`src/rtl/i2s_pkg.sv`:
```
// Shared I2S constants and receiver FSM state encoding.
package i2s_pkg;

    localparam int unsigned RESBIT     = 16;
    localparam int unsigned TOTAL_BITS = 2 * RESBIT + 2;

    typedef enum logic [1:0] {
        HUNT  = 2'd0,
        SHIFT = 2'd1,
        WAIT  = 2'd2
    } state_e;

endpackage

```
`src/rtl/i2s_sync_edge.sv`:
```
// Multi-flop synchronizer with a previous-value register, giving level, rise and change.
module i2s_sync_edge #(
    parameter int unsigned SYNC_STAGES = 2
) (
    input  logic clk,
    input  logic rst,
    input  logic d_in,
    output logic q,
    output logic rise_c,
    output logic chg_c
);

    logic [SYNC_STAGES-1:0] sync_q, sync_d;
    logic                   prev_q, prev_d;

    always_comb begin
        sync_d = {sync_q[SYNC_STAGES-2:0], d_in};
        prev_d = sync_q[SYNC_STAGES-1];
    end

    always_ff @(posedge clk or posedge rst) begin
        if (rst) begin
            sync_q <= '0;
            prev_q <= 1'b0;
        end else begin
            sync_q <= sync_d;
            prev_q <= prev_d;
        end
    end

    assign q      = sync_q[SYNC_STAGES-1];
    assign rise_c = sync_q[SYNC_STAGES-1] & ~prev_q;
    assign chg_c  = sync_q[SYNC_STAGES-1] ^ prev_q;

endmodule

```
`src/rtl/i2s_receiver.sv`:
```
// Oversampling I2S receiver: recovers left/right words and publishes each stereo
// frame through a valid/ready register stage.
module i2s_receiver
    import i2s_pkg::*;
#(
    parameter int unsigned RESBIT      = i2s_pkg::RESBIT,
    parameter int unsigned SYNC_STAGES = 2,
    parameter int unsigned TIMEOUT     = 64,
    parameter logic        WS_LEFT     = 1'b1
) (
    input  logic              clk,
    input  logic              rst,
    input  logic              bck_in,
    input  logic              ws_in,
    input  logic              data_in,
    output logic [RESBIT-1:0] left_out,
    output logic [RESBIT-1:0] right_out,
    output logic              valid,
    input  logic              ready,
    output logic              overrun,
    output logic              sync_err,
    output logic              locked
);

    localparam int unsigned CNT_W = $clog2(RESBIT + 1);
    localparam int unsigned TMO_W = $clog2(TIMEOUT + 1);

    logic bck_rise, ws_s, data_s;
    logic unused_bck_q, unused_bck_chg, unused_ws_rise, unused_ws_chg;
    logic unused_data_rise, unused_data_chg;

    i2s_sync_edge #(.SYNC_STAGES(SYNC_STAGES)) u_sync_bck (
        .clk(clk), .rst(rst), .d_in(bck_in),
        .q(unused_bck_q), .rise_c(bck_rise), .chg_c(unused_bck_chg)
    );
    i2s_sync_edge #(.SYNC_STAGES(SYNC_STAGES)) u_sync_ws (
        .clk(clk), .rst(rst), .d_in(ws_in),
        .q(ws_s), .rise_c(unused_ws_rise), .chg_c(unused_ws_chg)
    );
    i2s_sync_edge #(.SYNC_STAGES(SYNC_STAGES)) u_sync_data (
        .clk(clk), .rst(rst), .d_in(data_in),
        .q(data_s), .rise_c(unused_data_rise), .chg_c(unused_data_chg)
    );

    state_e            state_q, state_d;
    logic [CNT_W-1:0]  bit_cnt_q, bit_cnt_d;
    logic [TMO_W-1:0]  tmo_q, tmo_d;
    logic [RESBIT-1:0] shreg_q, shreg_d;
    logic [RESBIT-1:0] left_hold_q, left_hold_d;
    logic [RESBIT-1:0] left_out_q, left_out_d;
    logic [RESBIT-1:0] right_out_q, right_out_d;
    logic              chan_q, chan_d;
    logic              ws_last_q, ws_last_d;
    logic              left_ok_q, left_ok_d;
    logic              valid_q, valid_d;
    logic              overrun_q, overrun_d;
    logic              sync_err_q, sync_err_d;
    logic              locked_q, locked_d;

    logic              ws_chg, tmo_hit, publish;
    logic [RESBIT-1:0] word;

    always_comb begin
        state_d     = state_q;
        bit_cnt_d   = bit_cnt_q;
        tmo_d       = tmo_q;
        shreg_d     = shreg_q;
        left_hold_d = left_hold_q;
        left_out_d  = left_out_q;
        right_out_d = right_out_q;
        chan_d      = chan_q;
        ws_last_d   = ws_last_q;
        left_ok_d   = left_ok_q;
        valid_d     = valid_q;
        overrun_d   = 1'b0;
        sync_err_d  = 1'b0;
        locked_d    = locked_q;
        publish     = 1'b0;
        word        = {shreg_q[RESBIT-2:0], data_s};
        ws_chg      = bck_rise && (ws_s != ws_last_q);
        tmo_hit     = !bck_rise && (tmo_q == TMO_W'(TIMEOUT - 1));

        // Saturating count of clk cycles since the last bck rise
        if (bck_rise) begin
            ws_last_d = ws_s;
            tmo_d     = '0;
        end else if (tmo_q != TMO_W'(TIMEOUT)) begin
            tmo_d = tmo_q + TMO_W'(1);
        end

        // A ws change always restarts capture; the change cycle is the delay bit
        if (ws_chg) begin
            bit_cnt_d = '0;
            chan_d    = (ws_s == WS_LEFT);
        end

        if (tmo_hit) begin
            state_d   = HUNT;
            locked_d  = 1'b0;
            left_ok_d = 1'b0;
        end else if (bck_rise) begin
            unique case (state_q)
                HUNT: begin
                    if (ws_chg) state_d = SHIFT;
                end
                SHIFT: begin
                    if (ws_chg) begin
                        sync_err_d = 1'b1;
                        locked_d   = 1'b0;
                        left_ok_d  = 1'b0;
                    end else begin
                        shreg_d   = word;
                        bit_cnt_d = bit_cnt_q + CNT_W'(1);
                        if (bit_cnt_q == CNT_W'(RESBIT - 1)) begin
                            state_d = WAIT;
                            if (chan_q) begin
                                left_hold_d = word;
                                left_ok_d   = 1'b1;
                            end else if (left_ok_q) begin
                                publish     = 1'b1;
                                left_out_d  = left_hold_q;
                                right_out_d = word;
                                locked_d    = 1'b1;
                                left_ok_d   = 1'b0;
                            end
                        end
                    end
                end
                WAIT: begin
                    if (ws_chg) state_d = SHIFT;
                end
                default: state_d = HUNT;
            endcase
        end

        // Output stage handshake; a publish always wins over the drain
        if (valid_q && ready) valid_d = 1'b0;
        if (publish) begin
            valid_d   = 1'b1;
            overrun_d = valid_q && !ready;
        end
    end

    always_ff @(posedge clk or posedge rst) begin
        if (rst) begin
            state_q     <= HUNT;
            bit_cnt_q   <= '0;
            tmo_q       <= '0;
            shreg_q     <= '0;
            left_hold_q <= '0;
            left_out_q  <= '0;
            right_out_q <= '0;
            chan_q      <= 1'b0;
            ws_last_q   <= 1'b0;
            left_ok_q   <= 1'b0;
            valid_q     <= 1'b0;
            overrun_q   <= 1'b0;
            sync_err_q  <= 1'b0;
            locked_q    <= 1'b0;
        end else begin
            state_q     <= state_d;
            bit_cnt_q   <= bit_cnt_d;
            tmo_q       <= tmo_d;
            shreg_q     <= shreg_d;
            left_hold_q <= left_hold_d;
            left_out_q  <= left_out_d;
            right_out_q <= right_out_d;
            chan_q      <= chan_d;
            ws_last_q   <= ws_last_d;
            left_ok_q   <= left_ok_d;
            valid_q     <= valid_d;
            overrun_q   <= overrun_d;
            sync_err_q  <= sync_err_d;
            locked_q    <= locked_d;
        end
    end

    assign left_out  = left_out_q;
    assign right_out = right_out_q;
    assign valid     = valid_q;
    assign overrun   = overrun_q;
    assign sync_err  = sync_err_q;
    assign locked    = locked_q;

endmodule
```
`config.mk`:
```
export PLATFORM = sky130hd
export DESIGN_NAME = i2s_receiver
export DESIGN_NICKNAME = d
export VERILOG_FILES = /design/src/rtl/i2s_pkg.sv /design/src/rtl/i2s_sync_edge.sv /design/src/rtl/i2s_receiver.sv
export SDC_FILE = /design/constraint.sdc
export NUM_CORES = 1
export LEC_CHECK = 0
export ABC_CLOCK_PERIOD_IN_PS = 9000
export BUFFER_PORTS_ARGS = -buffer_cell sky130_fd_sc_hd__buf_2
export CAP_MARGIN = 30
export CORE_MARGIN = 2
export CORE_UTILIZATION = 35
export CTS_CLUSTER_DIAMETER = 150
export DETAILED_ROUTE_END_ITERATION = 10
export PLACE_DENSITY = 0.57
export SYNTH_ARGS = -nofsm -noshare
export SYNTH_HDL_FRONTEND = slang
export SYNTH_SLANG_ARGS = --single-unit
export TNS_END_PERCENT = 1
```
`constraint.sdc`:
```
create_clock -name clk -period 9 [get_ports clk]
set_input_delay 2.25 -clock clk [delete_from_list [all_inputs] [get_ports clk]]
set_output_delay 2.25 -clock clk [all_outputs]
set_load 0.02 [all_outputs]
```
* Yosys cells after proc, flatten, opt, wreduce, memory -nomap -nowiden
Index checks and enable logic that the tools add are counted.
** Word-level totals
- Bits in registers :: 91
- Bits in latches :: 0
- RAM bits :: 0
- Bits in read-only memories :: 0
- Input port bits :: 6
- Output and inout bits :: 36
- Memories :: 0
** Cells by class
- $add $sub $neg :: 2
- Multiply operators :: 0
- Div/mod/pow operators :: 0
- Magnitude comparators :: 0
- Equality and inequality tests :: 10
- Shift-type cells :: 0
- Multiplexer cells :: 40
- Bitwise logic cells :: 5
- Reduce and logical (&&, ||, !) cells :: 20
** Operators with widths (number)
- $mux 1 :: 27
- $mux 5 :: 5
- $mux 7 :: 2
- $mux 2 :: 5
- $reduce_and 4->1 :: 2
- $reduce_bool 2->1 :: 4
- $add 7x1->7 const B :: 1
- $eq 7x6->1 const B :: 1
- $ne 7x7->1 const B :: 1
- $reduce_and 7->1 :: 1
- $ne 3x1->1 const B :: 2
- $ne 3x3->1 const B :: 2
- $reduce_and 6->1 :: 1
- $reduce_bool 3->1 :: 2
- $add 5x1->5 const B :: 1
- $eq 5x4->1 const B :: 1
- $reduce_and 5->1 :: 1
- $logic_and 1x1->1 :: 4
- $not 1->1 :: 4
- $pmux 2 s2 :: 1
- $reduce_and 3->1 :: 1
- $eq 2x1->1 const B :: 1
- $eq 2x2->1 const B :: 1
- $logic_not 1->1 :: 2
- 4 further kinds :: 4

* Longest topological paths before layout
Gate-level depths: netlist (run 1).
- Depth in word-level cells :: 8
- Mapped depth :: 7
- Depth with buffers taken out :: 6

* By module
Synthesis (run 1) repeated with hierarchy kept, for this count alone.
** Unflattened totals
- Cells, all modules :: 261
- Area, all modules :: 3871.2 µm²
** Modules (own cells, without submodules)
- i2s_receiver :: times used 1, cells each 240, area each 3574.7 µm², sequential area each 2102.0 µm²
- i2s_sync_edge :: times used 3, cells each 7, area each 98.8 µm², sequential area each 75.1 µm²

* Worst setup path after synthesis (run 1)
No wires, ideal clock.
- Path type :: register -> output
- Start point :: register valid_q (netlist: valid)
- End point :: output port valid
- Arrival :: 425 ps
- Slack :: 6325 ps
- Cell stages (with the launch flop) :: 1
- Path buffers :: 0
- Path through :: dfrtp_1
** RTL lines
- from (decl) :: line i2s_receiver.sv:55 : logic valid_q, valid_d;
- from (signal assigned) :: line i2s_receiver.sv:171 : valid_q <= valid_d;
- to (decl) :: line i2s_receiver.sv:18 : output logic valid,
No word-level cell between the ends.

* Worst setup path in the final report (run 1)
- Start point :: register left_out_q[2] (netlist: left_out[2])
- End point :: output port left_out[2]
** RTL lines
- from (decl) :: line i2s_receiver.sv:50 : logic [RESBIT-1:0] left_out_q, left_out_d;
- from (signal assigned) :: line i2s_receiver.sv:166 : left_out_q <= left_out_d;
- to (decl) :: line i2s_receiver.sv:16 : output logic [RESBIT-1:0] left_out,
No word-level cell between the ends.

==> flow_summary.ini, run 1 <==
[run_status]
status = complete, no violations

[route]
totalWireLength_um = 5700
final_antenna_net_count = 0
drt_pre_antenna_iters = 4
drc_errors = 0
wl_per_cell_um = 13.1
vias = 2025
drt_iter0_drc = 31
viasPerCell = 4.66

[power]
power.leakage_uw = 0.00212
power.density_nw_per_um2 = 192
irDropWorstVdd_uv = 86.0

[global_route]
grt_pass1_wl_um = 9960
grt_usage_pct = 11.2
grt_antenna_before_repair = 0
grt_pass1_vias = 2030
grt_overflow_total = 0
grt_max_degree = 57

[worst_setup_path]
cp_slowest_cell = dfrtp_1
cp_num_buf_inv = 1
crit_arrival_ns = 0.92
start_kind = register
crit_type = reg -> out
path_cells = buf_2
cp.required_ns = 6.75
cpLargestDelayFamily = flip-flops
worst-path-max-fanout = 2
crit_path_max_incr_delay_ns = 0.40
end_kind = output port

[final_layout]
n_fill_cell = 964
multi_input_area_um2 = 1280
regArea_um2 = 2280
antenna_cells = 0
synthToLayoutAreaGrowth_pct = 14.6
drive_gt1_share_pct = 37.8
num-nets-final = 304
final_area_um2 = 4170

[sta]
finalHoldViolations = 0
worst_pin_slew_ns = 0.748
period_needed_ns = 3.17
max-slew-margin-rel_pct = 50.1
rsz0062_at_grt = no
report.final.slew_viol_count = 0
totalNegativeSetupSlack_ns = 0
clock-skew-final_ns = 0.0111
fmax_mhz = 315
fin_crit_sh_pct = 35.2
setup-violations-final = 0
worst_hold_slack_ns = 0.355

[synth]
yosysWarningCount = 0
ys_top_cells_by_area = dfrtp_1 63%, mux2_2 11%, mux2_1 4.9%
synth_nets = 258
async_reset_ff_share_pct = 100
synth_top_cell_area_share_pct = 62.5
yosys.area.top_type = dfrtp_1
yosys.cell_types.count = 42
synth.most_common_cell = dfrtp_1
ys_ff_latch = 91
synth.avg_cell_area_um2 = 14.7
synth_commonest_cells = 91 x dfrtp_1, 37 x mux2_2, 16 x mux2_1
netlist_instances = 248
yosys_most_used_dff = dfrtp_1
netlist_area_um2 = 3640
synth_edf_count = 0
synth_seq_area_share_pct = 62.5

[clock_tree]
ctsResizeCount = 0
cts_tree = built
cts_setup_buffers = 0
cts_buffer_depth = 2
cts_buffers = 9
cts.root.buffer_cell = clkbuf_8
insertion_delay_ns = 0.35
cts_max_level = 3
clkSlewWorstSetupHoldPaths_ns = 0.10
clock_sinks = 91
ctsHoldBuffers = 0

[die]
io_pins = 42
fp.dieW_um = 106
row_count = 37
initial_core_util_pct = 35.6
dieHeight_um = 106
design.die.area_um2 = 11200
core_um2 = 10200

[placement]
placed_area_um2 = 3990
dp_hpwl_um = 3760
numPortBuffers = 41
gp_congestion = 0.759

[flow_run]
drv_cap = 0

[hold_path]
min_path_type = reg -> reg
## sequential cells by signal (all words and copies together), names as in the netlist, 2 cells and up
register and flops:
bit_cnt_q 5, left_hold_q 16, left_out 16, right_out 16
shreg_q 15, state_q 2, tmo_q 7, u_sync_bck.sync_q 2
u_sync_data.sync_q 2, u_sync_ws.sync_q 2
## through the flow
step / power (uW) / setup slack, ns / util [%] / instances
finish: 801 / 5.83 / 40.8 / 435
global route: 848 / 5.78 / 40.8 / 435
CTS: 814 / 5.80 / 40.8 / 435
detailed placement: 557 / 5.97 / 39.0 / 419
global placement: 552 / 5.59 / 38.7 / 418
floorplan: 535 / 4.39 / - / 248
## layout by cell type, fill, tap and decap left out, drive strengths merged, types with 4 or more instances in the layout
cell type	Yosys	final
dfrtp	91	91
mux2	63	63
buf	7	43
nand2	12	12
clkbuf	1	9
inv	6	9
nor2	8	8
a21oi	7	7
o21ai	6	6
or3	5	5
nand3	5	5
nor3	4	4
ha	4	4
## cell families after synthesis
family / count (synthesis) / share of synthesized area [%]
xor+xnor: 5 / 1.72
compound gates: 20 / 3.26
mux: 63 / 20.5
flops: 91 / 62.5
buf+inv: 14 / 2.34
simple gates: 51 / 8.28
fa+ha+maj: 4 / 1.37
## layer usage
metal	part of all wire, %	vias to the layer above	track usage, %
li1	-	972	-
met1	50	1009	15.9
met2	45	40	16.6
met3	4.2	4	3.74
met4	0.75	0	2.54
met5	0	-	0
## report_power, final
group	internal, uW	total (uW)	switching, uW
combinational	36.7	73.0	36.3
sequential	442	474	32.4
clock	105	254	149
total	584	801	217
## layout make-up
cell class | instances | share of cell area (%)
Clock buffer | 9 | 2.97
Tap cell | 136 | 4.08
Sequential cell | 91 | 54.6
Clock inverter | 7 | 1.41
Inverter | 6 | 0.570
Multi-Input combinational cell | 143 | 30.7
Timing Repair Buffer | 43 | 5.76
## final timing paths
check / start / end / slack (ns) / cells past startpoint
hold reg to reg: u_sync_bck.sync_q[0]$_DFF_PP0_ / u_sync_bck.sync_q[1]$_DFF_PP0_ / 0.35 / 0
min in group asynchronous: rst / right_out[4]$_DFFE_PP0P_ / 1.98 / 3
setup / recovery: left_out[2]$_DFFE_PP0P_ / left_out[2] / 5.83 / 1
max in group asynchronous: rst / locked$_DFFE_PP0P_ / 6.40 / 4
hold / removal: u_sync_bck.sync_q[0]$_DFF_PP0_ / u_sync_bck.sync_q[1]$_DFF_PP0_ / 0.35 / 0
setup reg to reg: bit_cnt_q[0]$_DFF_PP0_ / left_out[0]$_DFFE_PP0P_ / 6.79 / 6
No activity file was read; power rests on OpenSTA's default activity.
==> inputs of run 2 (changes only) <==
--- a/config.mk
+++ b/config.mk
@@ -5,7 +5,7 @@
 export SDC_FILE = /design/constraint.sdc
 export NUM_CORES = 1
 export LEC_CHECK = 0
-export ABC_CLOCK_PERIOD_IN_PS = 9000
+export ABC_CLOCK_PERIOD_IN_PS = 3200
 export BUFFER_PORTS_ARGS = -buffer_cell sky130_fd_sc_hd__buf_2
 export CAP_MARGIN = 30
 export CORE_MARGIN = 2
==> constraint.sdc (replaced) <==
create_clock -name clk -period 3.2 [get_ports clk]
set_input_delay 0.8 -clock clk [delete_from_list [all_inputs] [get_ports clk]]
set_output_delay 0.8 -clock clk [all_outputs]
set_load 0.02 [all_outputs]
==> flow_summary.ini, run 2 (synthesized netlist as in run 1, its figures left out) <==
[die]
dieHeight_um = 106
fp.dieW_um = 106
row_count = 37
design.die.area_um2 = 11200
io_pins = 42
core_um2 = 10200
initial_core_util_pct = 35.6

[power]
power.density_nw_per_um2 = 580
irDropWorstVdd_uv = 236
power.leakage_uw = 0.00214

[route]
vias = 2063
drt_iter0_drc = 71
viasPerCell = 4.75
drt_pre_antenna_iters = 4
drc_errors = 0
totalWireLength_um = 5890
wl_per_cell_um = 13.6
final_antenna_net_count = 0

[sta]
max-slew-margin-rel_pct = 44.7
finalHoldViolations = 0
period_needed_ns = 2.19
worst_pin_slew_ns = 0.823
report.final.slew_viol_count = 0
clock-skew-final_ns = 0.00934
rsz0062_at_grt = no
totalNegativeSetupSlack_ns = 0
fmax_mhz = 456
setup-violations-final = 0
fin_crit_sh_pct = 68.5

[worst_setup_path]
worst-path-max-fanout = 27
path_cells = ha_1 -> and3_1 -> ha_1 -> and3b_1 -> nand3_4 -> mux2_1
cp.required_ns = 3.44
cpLargestDelayFamily = simple AND/OR/NAND/NOR gates
ff2ff_setup_slack_ns = 1.01
crit_arrival_ns = 2.43
cp_num_buf_inv = 0
reg2reg_depth = 6
crit_path_max_incr_delay_ns = 0.46
end_kind = register
r2r_start = bit_cnt_q[0]$_DFF_PP0_
r2r-end = left_out[1]$_DFFE_PP0P_
start_kind = register
crit_type = reg -> reg
cp_common_cell = ha_1
cp_slowest_cell = mux2_1

[placement]
placed_area_um2 = 3980
gp_congestion = 0.739
numPortBuffers = 41
dp_hpwl_um = 3900
dp_cells = 419

[global_route]
grt_usage_pct = 11.7
grt_pass1_vias = 2064
grt_pass1_wl_um = 10300
grt_max_degree = 37
grt_antenna_before_repair = 0
grt_overflow_total = 0

[clock_tree]
cts.root.buffer_cell = clkbuf_8
cts_buffers = 9
cts_max_level = 3
ctsHoldBuffers = 0
cts_buffer_depth = 2
cts_setup_buffers = 0
cts_tree = built
insertion_delay_ns = 0.35
clock_sinks = 91
clkSlewWorstSetupHoldPaths_ns = 0.09
ctsResizeCount = 0

[hold_path]
whs_endpoint = u_sync_bck.sync_q[1]$_DFF_PP0_
holdCritStartpoint = u_sync_bck.sync_q[0]$_DFF_PP0_
min_path_type = reg -> reg
worstHoldPathCells = 0

[final_layout]
n_fill_cell = 942
synthToLayoutAreaGrowth_pct = 15.9
final_cell_mix = 91 x dfrtp_1, 41 x buf_2, 37 x mux2_2
num-nets-final = 304
layout.cells.non_filler = 434
antenna_cells = 0
mostFrequentLayoutCell = dfrtp_1
final_area_um2 = 4220
drive_gt1_share_pct = 37.6

[flow_run]
drv_cap = 0

[run_status]
status = complete, no violations
-- run 2: final cells by class --
class	count	area (um^2)	area share [%]
Sequential cell	91	2280	53.9
Multi-Input combinational cell	143	1280	30.3
Timing Repair Buffer	43	233	5.51
Tap cell	136	170	4.03
Clock buffer	9	124	2.93
Clock inverter	6	114	2.70
Inverter	6	23.8	0.563
-- run 2: metal layers --
| metal | GRT usage (%) | routed length [um] | up-vias |
|---|---|---|---|
| met5 | 0 | 0 | - |
| met4 | 3.95 | 81 | 0 |
| met3 | 3.80 | 220 | 9 |
| met2 | 17.1 | 2580 | 35 |
| met1 | 16.3 | 3020 | 1054 |
| li1 | - | - | 965 |
-- run 2: power breakdown --
group	internal (uW)	leakage, uW	total (uW)	switching [uW]
logic	102	0.000804	204	102
registers	1240	0.00122	1330	91.4
clock network	517	0.000112	910	393
total	1860	0.00214	2450	587
-- run 2: how the worst max path moves through the flow --
stage | from | endpoint | depth (start not counted)
6_report | bit_cnt_q[0]$_DFF_PP0_ | left_out[1]$_DFFE_PP0P_ | 6
5_1_grt | bit_cnt_q[0]$_DFF_PP0_ | right_out[12]$_DFFE_PP0P_ | 6
4_1_cts | bit_cnt_q[0]$_DFF_PP0_ | left_out[1]$_DFFE_PP0P_ | 6
3_5_place_dp | bit_cnt_q[0]$_DFF_PP0_ | left_out[1]$_DFFE_PP0P_ | 6
3_3_place_gp | bit_cnt_q[0]$_DFF_PP0_ | left_out[0]$_DFFE_PP0P_ | 6
2_1_floorplan | rst | bit_cnt_q[0]$_DFF_PP0_ | 1
-- run 2: stage by stage --
stage	total power, uW	worst slack (ns)	hold WS (ns)	utilization (%)
after CTS	2490	0.986	0.358	41.3
after detailed placement	1570	1.02	0.338	38.9
after global placement	1560	1.08	0.333	38.9
after global routing	2570	0.853	0.358	41.3
final	2450	1.01	0.354	41.3
after floorplan	1500	0.0364	0.331	-
